===== src/rtl/y86_pkg.sv =====
// Shared Y86-64 encoding constants, field payload and byte-select helper.
// The ENC_STRICT_FIELDS_EN build option is consumed by y86_instr_len.
package y86_pkg;

  localparam int unsigned NIB_W         = 4;
  localparam int unsigned BYTE_W        = 8;
  localparam int unsigned WORD_W        = 64;
  localparam int unsigned LEN_W         = 4;
  localparam int unsigned CNT_W         = 32;
  localparam int unsigned INSTR_MAX_LEN = 10;

  localparam logic [NIB_W-1:0] I_HALT   = 4'h0;
  localparam logic [NIB_W-1:0] I_NOP    = 4'h1;
  localparam logic [NIB_W-1:0] I_RRMOVQ = 4'h2;
  localparam logic [NIB_W-1:0] I_IRMOVQ = 4'h3;
  localparam logic [NIB_W-1:0] I_RMMOVQ = 4'h4;
  localparam logic [NIB_W-1:0] I_MRMOVQ = 4'h5;
  localparam logic [NIB_W-1:0] I_OPQ    = 4'h6;
  localparam logic [NIB_W-1:0] I_JXX    = 4'h7;
  localparam logic [NIB_W-1:0] I_CALL   = 4'h8;
  localparam logic [NIB_W-1:0] I_RET    = 4'h9;
  localparam logic [NIB_W-1:0] I_PUSHQ  = 4'hA;
  localparam logic [NIB_W-1:0] I_POPQ   = 4'hB;

  localparam logic [NIB_W-1:0] REG_NONE = 4'hF;

  // OPq function codes
  localparam logic [NIB_W-1:0] A_ADD = 4'h0;
  localparam logic [NIB_W-1:0] A_SUB = 4'h1;
  localparam logic [NIB_W-1:0] A_AND = 4'h2;
  localparam logic [NIB_W-1:0] A_XOR = 4'h3;

  // jXX / cmovXX condition codes
  localparam logic [NIB_W-1:0] C_YES = 4'h0;
  localparam logic [NIB_W-1:0] C_LE  = 4'h1;
  localparam logic [NIB_W-1:0] C_L   = 4'h2;
  localparam logic [NIB_W-1:0] C_E   = 4'h3;
  localparam logic [NIB_W-1:0] C_NE  = 4'h4;
  localparam logic [NIB_W-1:0] C_GE  = 4'h5;
  localparam logic [NIB_W-1:0] C_G   = 4'h6;

  typedef enum logic {S_IDLE, S_EMIT} enc_state_e;

  typedef struct packed {
    logic [NIB_W-1:0]  icode;
    logic [NIB_W-1:0]  ifun;
    logic [NIB_W-1:0]  ra;
    logic [NIB_W-1:0]  rb;
    logic [WORD_W-1:0] valc;
  } instr_t;

  // Byte idx of the encoded instruction; valC starts after byte 0 or the register byte.
  function automatic logic [BYTE_W-1:0] enc_byte(input instr_t f, input logic has_regs,
                                                 input logic [LEN_W-1:0] idx);
    logic [BYTE_W-1:0] b;
    logic [LEN_W-1:0]  k;
    k = has_regs ? idx - 4'd2 : idx - 4'd1;
    b = 8'(f.valc >> (6'(k) * 6'd8));
    if (idx == 4'd0)
      b = {f.icode, f.ifun};
    else if (has_regs && idx == 4'd1)
      b = {f.ra, f.rb};
    return b;
  endfunction

endpackage


===== src/rtl/y86_instr_len.sv =====
// Combinational instruction classifier: length, layout flags and validity.
// ENC_STRICT_FIELDS_EN additionally rejects malformed ifun / register fields.
module y86_instr_len
  import y86_pkg::*;
(
  input  logic [NIB_W-1:0] icode,
  input  logic [NIB_W-1:0] ifun,
  input  logic [NIB_W-1:0] rA,
  input  logic [NIB_W-1:0] rB,
  output logic [LEN_W-1:0] len,
  output logic             has_regs,
  output logic             has_valc,
  output logic             valid
);

  logic icode_ok;

  always_comb begin
    len      = '0;
    has_regs = 1'b0;
    has_valc = 1'b0;
    icode_ok = 1'b1;
    case (icode)
      I_HALT, I_NOP, I_RET: len = 4'd1;
      I_RRMOVQ, I_OPQ, I_PUSHQ, I_POPQ: begin
        len      = 4'd2;
        has_regs = 1'b1;
      end
      I_IRMOVQ, I_RMMOVQ, I_MRMOVQ: begin
        len      = 4'd10;
        has_regs = 1'b1;
        has_valc = 1'b1;
      end
      I_JXX, I_CALL: begin
        len      = 4'd9;
        has_valc = 1'b1;
      end
      default: icode_ok = 1'b0;
    endcase
  end

`ifdef ENC_STRICT_FIELDS_EN
  logic fields_ok;
  logic ra_set;
  logic rb_set;

  assign ra_set = (rA != REG_NONE);
  assign rb_set = (rB != REG_NONE);

  // Memory ops keep rB optional: rB = F means an absolute displacement.
  always_comb begin
    fields_ok = 1'b1;
    case (icode)
      I_RRMOVQ:           fields_ok = (ifun <= C_G) && ra_set && rb_set;
      I_JXX:              fields_ok = (ifun <= C_G);
      I_OPQ:              fields_ok = (ifun <= A_XOR) && ra_set && rb_set;
      I_IRMOVQ:           fields_ok = (ifun == 4'h0) && !ra_set && rb_set;
      I_RMMOVQ, I_MRMOVQ: fields_ok = (ifun == 4'h0) && ra_set;
      I_PUSHQ, I_POPQ:    fields_ok = (ifun == 4'h0) && ra_set && !rb_set;
      default:            fields_ok = (ifun == 4'h0);
    endcase
  end

  assign valid = icode_ok & fields_ok;
`else
  logic unused_fields;

  assign unused_fields = ^{ifun, rA, rB};
  assign valid         = icode_ok;
`endif

endmodule


===== src/rtl/y86_instr_encoder.sv =====
// Serialises Y86-64 instruction fields into byte writes at the running write PC.
// Build option ENC_STRICT_FIELDS_EN tightens field validation in y86_instr_len.
module y86_instr_encoder
  import y86_pkg::*;
#(
  parameter int unsigned       ADDR_W    = 64,
  parameter logic [ADDR_W-1:0] BASE_ADDR = '0
) (
  input  logic              clk,
  input  logic              rst_n,
  input  logic              in_valid,
  output logic              in_ready,
  input  logic [NIB_W-1:0]  icode,
  input  logic [NIB_W-1:0]  ifun,
  input  logic [NIB_W-1:0]  rA,
  input  logic [NIB_W-1:0]  rB,
  input  logic [WORD_W-1:0] valC,
  output logic              mem_we,
  input  logic              mem_wready,
  output logic [ADDR_W-1:0] mem_addr,
  output logic [BYTE_W-1:0] mem_wdata,
  output logic [ADDR_W-1:0] pc,
  output logic [CNT_W-1:0]  instr_count,
  output logic              err_ins
);

  enc_state_e        state_q, state_d;
  logic [LEN_W-1:0]  idx_q, idx_d, len_q, len_d, idx_nxt;
  logic              has_regs_q, has_regs_d;
  instr_t            fld_q, fld_d, in_fld;
  logic              mem_we_d, err_d;
  logic [ADDR_W-1:0] mem_addr_d, pc_d;
  logic [BYTE_W-1:0] mem_wdata_d;
  logic [CNT_W-1:0]  count_d;

  logic [LEN_W-1:0]  in_len;
  logic              in_has_regs, in_has_valc, in_ok;
  logic              unused_has_valc;

  assign in_fld          = {icode, ifun, rA, rB, valC};
  assign idx_nxt         = idx_q + 4'd1;
  assign unused_has_valc = in_has_valc;

  // Held low through reset so the loader cannot hand over fields mid-reset.
  assign in_ready = rst_n & (state_q == S_IDLE);

  y86_instr_len u_len (
    .icode    (icode),
    .ifun     (ifun),
    .rA       (rA),
    .rB       (rB),
    .len      (in_len),
    .has_regs (in_has_regs),
    .has_valc (in_has_valc),
    .valid    (in_ok)
  );

  always_ff @(posedge clk or negedge rst_n) begin
    if (!rst_n) begin
      state_q     <= S_IDLE;
      idx_q       <= '0;
      len_q       <= '0;
      has_regs_q  <= 1'b0;
      fld_q       <= '0;
      mem_we      <= 1'b0;
      mem_addr    <= '0;
      mem_wdata   <= '0;
      pc          <= BASE_ADDR;
      instr_count <= '0;
      err_ins     <= 1'b0;
    end else begin
      state_q     <= state_d;
      idx_q       <= idx_d;
      len_q       <= len_d;
      has_regs_q  <= has_regs_d;
      fld_q       <= fld_d;
      mem_we      <= mem_we_d;
      mem_addr    <= mem_addr_d;
      mem_wdata   <= mem_wdata_d;
      pc          <= pc_d;
      instr_count <= count_d;
      err_ins     <= err_d;
    end
  end

  // Write-port outputs are registered, so each beat preloads the following byte.
  always_comb begin
    state_d     = state_q;
    idx_d       = idx_q;
    len_d       = len_q;
    has_regs_d  = has_regs_q;
    fld_d       = fld_q;
    mem_we_d    = mem_we;
    mem_addr_d  = mem_addr;
    mem_wdata_d = mem_wdata;
    pc_d        = pc;
    count_d     = instr_count;
    err_d       = 1'b0;
    case (state_q)
      S_IDLE: begin
        if (in_valid) begin
          if (in_ok) begin
            state_d     = S_EMIT;
            idx_d       = '0;
            len_d       = in_len;
            has_regs_d  = in_has_regs;
            fld_d       = in_fld;
            mem_we_d    = 1'b1;
            mem_addr_d  = pc;
            mem_wdata_d = enc_byte(in_fld, in_has_regs, 4'd0);
          end else begin
            err_d = 1'b1;
          end
        end
      end
      S_EMIT: begin
        if (mem_wready) begin
          if (idx_q == len_q - 4'd1) begin
            state_d  = S_IDLE;
            mem_we_d = 1'b0;
            pc_d     = pc + ADDR_W'(len_q);
            count_d  = instr_count + 32'd1;
          end else begin
            idx_d       = idx_nxt;
            mem_addr_d  = pc + ADDR_W'(idx_nxt);
            mem_wdata_d = enc_byte(fld_q, has_regs_q, idx_nxt);
          end
        end
      end
      default: state_d = S_IDLE;
    endcase
  end

endmodule


===== config.mk =====
export PLATFORM = sky130hd
export DESIGN_NAME = y86_instr_encoder
export DESIGN_NICKNAME = d
export VERILOG_FILES = /design/src/rtl/y86_pkg.sv /design/src/rtl/y86_instr_len.sv /design/src/rtl/y86_instr_encoder.sv
export SDC_FILE = /design/constraint.sdc
export NUM_CORES = 1
export LEC_CHECK = 0
export ABC_AREA = 1
export CAP_MARGIN = 20
export CORE_ASPECT_RATIO = 0.75
export CORE_MARGIN = 2
export CORE_UTILIZATION = 35
export CTS_CLUSTER_SIZE = 30
export DETAILED_ROUTE_END_ITERATION = 8
export PLACE_DENSITY = 0.68
export SYNTH_ARGS = -nofsm -noshare
export SYNTH_HDL_FRONTEND = slang
export SYNTH_SLANG_ARGS = --single-unit

===== constraint.sdc =====
create_clock -name clk -period 3 [get_ports clk]
set_input_delay 0.45 -clock clk [delete_from_list [all_inputs] [get_ports clk]]
set_output_delay 0.45 -clock clk [all_outputs]
set_load 0.005 [all_outputs]

* Yosys cells after proc, flatten, opt, wreduce, memory -nomap -nowiden
Index checks and enable logic that the tools add are counted.
** Word-level totals
- Register bits after elaboration :: 260
- Input bits :: 84
- Output and inout bits :: 171
- Word-level logic and storage cells :: 90
** Cells by class
- $add $sub $neg :: 7
- Eq/ne operators :: 18
- Shift-type cells :: 1
- Mux-type cells :: 34
- Bitwise operators :: 2
- Reduce and logical (&&, ||, !) cells :: 13
** Operator list (count)
- $mux W64 :: 4
- $add A64 B4 Y64 :: 2
- $pmux W64 S2 :: 1
- $shr A64 B6 Y8 :: 1
- $mux W8 :: 6
- $add A32 B1 Y32 const B :: 1
- $eq A4 B3 Y1 const B :: 4
- $eq A4 B4 Y1 const B :: 4
- $mux W4 :: 4
- $pmux W4 S4 :: 1
- $pmux W8 S2 :: 1
- $mux W1 :: 13
- $reduce_or A12 Y1 :: 1
- $eq A4 B1 Y1 const B :: 2
- $eq A4 B2 Y1 const B :: 2
- $logic_not A4 Y1 :: 2
- $ne A2 B2 Y1 const B :: 4
- $pmux W4 S2 :: 1
- $reduce_and A4 Y1 :: 2
- $reduce_or A7 Y1 :: 1
- $reduce_and A3 Y1 :: 2
- $reduce_or A3 Y1 :: 2
- $add A4 B1 Y4 const B :: 1
- $eq A4 B4 Y1 :: 1
- other kinds (11) :: 12

* Depth between registers and ports, before layout
Gate-level depths: netlist of run 1.
- Depth after elaboration :: 9
- Mapped depth :: 17

* Cells and area by module
Synthesis of run 1 repeated with hierarchy kept, for this count alone.
** Second synthesis, totals
- Cell total of the unflattened synthesis :: 2014
- Area total of the unflattened synthesis :: 15170.8 um2
** Modules (own cells, without submodules)
- y86_instr_encoder :: times used 1, cells an instance 1995, area each 15085.7 um2, sequential area each 6506.2 um2
- y86_instr_len :: times used 1, cells an instance 19, area each 85.1 um2, sequential area each 0.0 um2

* Worst setup path after synthesis of run 1
No wires, ideal clock.
- Path type :: register to register
- Start point :: register idx_q[0]
- End point :: register mem_addr[58]
- Data arrival time :: 2439 ps
- Required time :: 2883 ps
- Slack :: 444 ps
- Stages on the path, launching flop included :: 14
- Cells stage by stage :: dfrtp_1 > buf_6 > inv_1 > ha_1 > inv_1 > fa_1 > o21ai_1 > nand2_1 > nor2_4 > nand2_2 > nor2_1 > nand3_1 > nand3_1 > nand2_1
** Between the ends
- Longest elaborated chain between the ends :: 5
- Elaborated cells between the ends (all ways) :: 8
** Ends and longest elaborated chain
- start, declared :: RTL line y86_instr_encoder.sv:28 : logic [LEN_W-1:0] idx_q, idx_d, len_q, len_d, idx_nxt;
- start signal, assigned :: RTL line y86_instr_encoder.sv:73 : idx_q <= idx_d;
- $add A4 B1 Y4 :: RTL line y86_instr_encoder.sv:41 : assign idx_nxt = idx_q + 4'd1;
- $add A64 B4 Y64 :: RTL line y86_instr_encoder.sv:125 : mem_addr_d = pc + ADDR_W'(idx_nxt);
- $mux W64 :: RTL line y86_instr_encoder.sv:118 : if (idx_q == len_q - 4'd1) begin
- $mux W64 :: RTL line y86_instr_encoder.sv:117 : if (mem_wready) begin
- $pmux W64 S2 :: RTL line y86_instr_encoder.sv:99 : case (state_q)
- end signal, assigned :: RTL line y86_instr_encoder.sv:78 : mem_addr <= mem_addr_d;
- end, declared :: RTL line y86_instr_encoder.sv:20 : output logic [ADDR_W-1:0] mem_addr,
Several ways; a longest one is shown, not always the timed one. The select of a mux whose other input is x is not followed.
A chain may end at the register's enable or synchronous reset.

* Worst setup path after layout of run 1
- Start point :: register idx_q[0]
- End point :: register mem_addr[44]
Same word-level chain as after synthesis.

==> flow_summary.ini, run 1 <==
[status]
run_status = finished clean

[timing]
clock_skew_after_layout_ns = 0.0118
final.setup.worst_slack_ns = 0.218
minimum_period_implied_by_the_final_worst_setup_slack_ns = 2.78
tightest_slew_ns = 0.943
achievable-frequency_mhz = 359
grt_setup_unrepaired = no
slew_headroom_pct = 37.1
timing.final.hold_violations = 0
hold_slack_ns = 0.415
finalSetupViolations = 0
slew_viol_final = 0
finalCritPeriodShare_pct = 92.7
finalSetupTns_ns = 0

[worst_setup_path]
timing.critical_path.slowest_stage_cell = sky130_fd_sc_hd__dfrtp_2
worst_path_largest_cell_delay_ns = 0.45
critical_path_buf_inv_count = 3
timing.critical_path.from_type = flip-flop
critical_path_arrival_ns = 3.24
worst_flop_to_flop_path_startpoint = idx_q[0]$_DFFE_PN0P_
criticalPathCategory = flip-flop to flip-flop
worstSetupPathDepth = 12
crit_family = simple AND/OR/NAND/NOR gates
ff2ff_path_depth = 12
timing.critical_path.required_ns = 3.46
reg2reg_setup_slack_ns = 0.22
cp-end-kind = flip-flop
worstPathCellList = inv_1 > ha_1 > inv_1 > fa_1 > o21ai_1 > nand2_1 > nor2_2 > nand3_1 > inv_1 > nand3_1 > nand3_1 > nand2_1
reg2reg_to = mem_addr[44]$_DFFE_PN0P_
timing.critical_path.fanout_max = 10

[min_path]
hold_class = input port to flip-flop
worst_hold_path.num_cells = 3
min_delay_worst_endpoint = fld_q[60]$_DFFE_PN0P_
hold_path.startpoint = valC[60]

[global_route]
antenna_found_initial = 0
grt.overflow.total = 0
grt_use_total_pct = 25.6
first_global_vias = 14300
grt_start_max_net_pins = 116
grt_pass1_wl_mm = 87.2

[routing]
drt_first_pass_iters = 7
drc_violations_left = 0
detail_route.wirelength_mm = 56.8
routedWlPerCell_um = 19.2
first_iteration_detailed_routing_drc_count = 1432
ant_nets = 0
route.vias.total = 15000
detail_route.vias_per_cell = 5.06

[power]
worst_vdd_rail_ir_drop_mv = 0.665
power_frac_seq_pct = 33.3
internal_power_of_the_cells_mw = 9.93
power_density_nw_per_um2 = 888
power.share.clock_pct = 23.4
switching_power_summed_over_all_nets_mw = 7.29
power.share.switching_pct = 42.3
combinationalPowerShare_pct = 43.3
total_leakage_power_nw = 8.97

[cts]
clock_tree.htree_level_count = 1
max-clock-path-buffers = 3
cts_buffers = 30
insertion_delay_ns = 0.58
clock_sink_count = 259
clkTransAtPathRegs_ns = 0.07
cts_tree = done
ctsRootBufferMaster = sky130_fd_sc_hd__clkbuf_16

[synth]
syn-instance-count = 2105
synthFlopType = sky130_fd_sc_hd__dfrtp_1
netlist_area_um2 = 14900
synth_top_area_share_pct = 43.4
ys_types = 40
synthMostInstantiatedCell = sky130_fd_sc_hd__nand2_1
syn_area_per_cell_um2 = 7.10
synth_nets = 2202
synth.yosys.warnings = 0
number_of_flops_mapped_to_enable_cells_by_yosys = 0
synth_area_leaders = sky130_fd_sc_hd__dfrtp_1 43%, sky130_fd_sc_hd__nand2_1 19%, sky130_fd_sc_hd__inv_1 6.2%, sky130_fd_sc_hd__nand3_1 5.8%, sky130_fd_sc_hd__o21ai_0 5.3%
asyncSetResetFlopFracSynth_pct = 100
synth_commonest_cells = 749 x sky130_fd_sc_hd__nand2_1, 259 x sky130_fd_sc_hd__dfrtp_1, 247 x sky130_fd_sc_hd__inv_1, 174 x sky130_fd_sc_hd__nand3_1
ys_ff_latch = 259
synth.largest_area_cell = sky130_fd_sc_hd__dfrtp_1
yosysSeqAreaShare_pct = 43.4

[place]
port_buffer_cells = 254
gp_routability_congestion = 0.981
placement.setup.worst_slack_ns = 0.136
place_hpwl_mm = 44.1

[cells_and_area]
layout_overhead_on_the_synthesized_area_pct = 29.8
layout.nets = 2459
drive_above_1_share_pct = 6.41
final.fill_count = 4273

[floorplanning]
pin_count = 255
design.die.area_um2 = 44400
fp.dieW_um = 243
chipHeight_um = 183
placeableCoreArea_um2 = 42100
row_count = 65
start_util_pct = 35.5

[job]
drv.max_cap_violation_count = 0
[per-layer routing]
metal	vias to the layer above	part of all wire, %	track usage, %
met5	-	0	0
met4	0	1.8	4.86
met3	57	9.2	5.97
met2	588	42	38.3
met1	7163	47	37.9
li1	7143	-	-
[registers in the layout, summed over array words and instances (netlist names)]
register,cells
mem_wdata,8
err_ins,1
pc,64
has_regs_q,1
instr_count,32
idx_q,4
mem_we,1
mem_addr,64
len_q,3
fld_q,80
state_q,1
[logic make-up (layout without fill, tap and decap cells)]
family	after synthesis	count (layout)	share of synthesized area (%)
compound gates	199	199	6.91
fa+ha+maj	13	13	1.19
buf+inv	326	607	8.65
other cells	0	1	0
flops	259	259	43.4
simple gates	1212	1212	34.3
xor+xnor	96	96	5.62
[stage by stage]
step | power [mW] | util [%] | area, um^2 | instances
3_3_place_gp | 13.0 | 43.4 | 18300 | 2898
2_1_floorplan | 9.61 | - | 14900 | 2105
6_report | 17.2 | 46.0 | 19400 | 2956
3_5_place_dp | 13.2 | 43.4 | 18300 | 2898
4_1_cts | 17.3 | 46.0 | 19400 | 2955
5_1_grt | 18.5 | 46.0 | 19400 | 2955
[cell type report]
type,count,area [um^2],area share [%]
multi-input cells,1520,7200,37.1
flip-flops and latches,259,6480,33.4
repair buffers,297,2960,15.3
inverters,254,953,4.92
clock buffers,33,803,4.14
well taps,569,712,3.67
clock inverters,23,282,1.45
diodes,1,2.50,0.0129
[power by group through the flow]
stage	clock [mW]	sequential (mW)	combinational, mW
3_5_place_dp	0	5.76	7.40
3_3_place_gp	0	5.74	7.30
5_1_grt	4.28	5.88	8.34
6_report	4.03	5.74	7.45
4_1_cts	4.13	5.72	7.46
2_1_floorplan	0	5.33	4.28
[placed cells by master (no fill, tap or decap), drive strengths merged, types with 2 or more instances in the layout]
cell             n
nand3          178
nand2          755
xor2            80
a21oi           16
nor3            46
nor3b            4
clkinvlp         3
bufinv           5
nor2           178
o211ai           5
buf             43
nand4           43
o21ai          173
nand3b           3
nor4             3
o22ai            2
fa               2
clkbuf          33
ha              11
dfrtp          259
clkdlybuf4s50  253
inv            259
clkinv          10
xnor2           16
[worst max path at each step]
stage	start	slack [ns]	endpoint
6_report	idx_q[0]$_DFFE_PN0P_	0.22	mem_addr[44]$_DFFE_PN0P_
5_1_grt	idx_q[0]$_DFFE_PN0P_	0.006	mem_addr[58]$_DFFE_PN0P_
4_1_cts	idx_q[0]$_DFFE_PN0P_	0.13	mem_addr[43]$_DFFE_PN0P_
3_5_place_dp	idx_q[0]$_DFFE_PN0P_	0.14	mem_addr[59]$_DFFE_PN0P_
3_3_place_gp	idx_q[0]$_DFFE_PN0P_	0.22	mem_addr[59]$_DFFE_PN0P_
2_1_floorplan	idx_q[0]$_DFFE_PN0P_	0.44	mem_addr[58]$_DFFE_PN0P_
[worst register-to-register path, delay by kind of cell, from the launching register on]
kind                     cells  cell delay [ns]
AO/OA/AOI/OAI                1             0.25
adder cells (fa/ha/maj)      2             0.74
flip-flops                   1             0.45
AND/OR/NAND/NOR              6             0.94
buffers and inverters        3             0.30
[repair_timing]
item                                   CTS  global route
gates resized for setup                  0             5
setup endpoints to repair                0            19
endpoints found under the hold margin   15             0
buffers inserted                         0             0
hold buffers                             1             0
No activity file was read; power rests on OpenSTA's default activity.
==> run 2, diff against run 1 <==
- HOLD_SLACK_MARGIN: not set -> 0.08
==> results of run 2 <==
Final layout, timing and power as in run 1 (identical DEF).
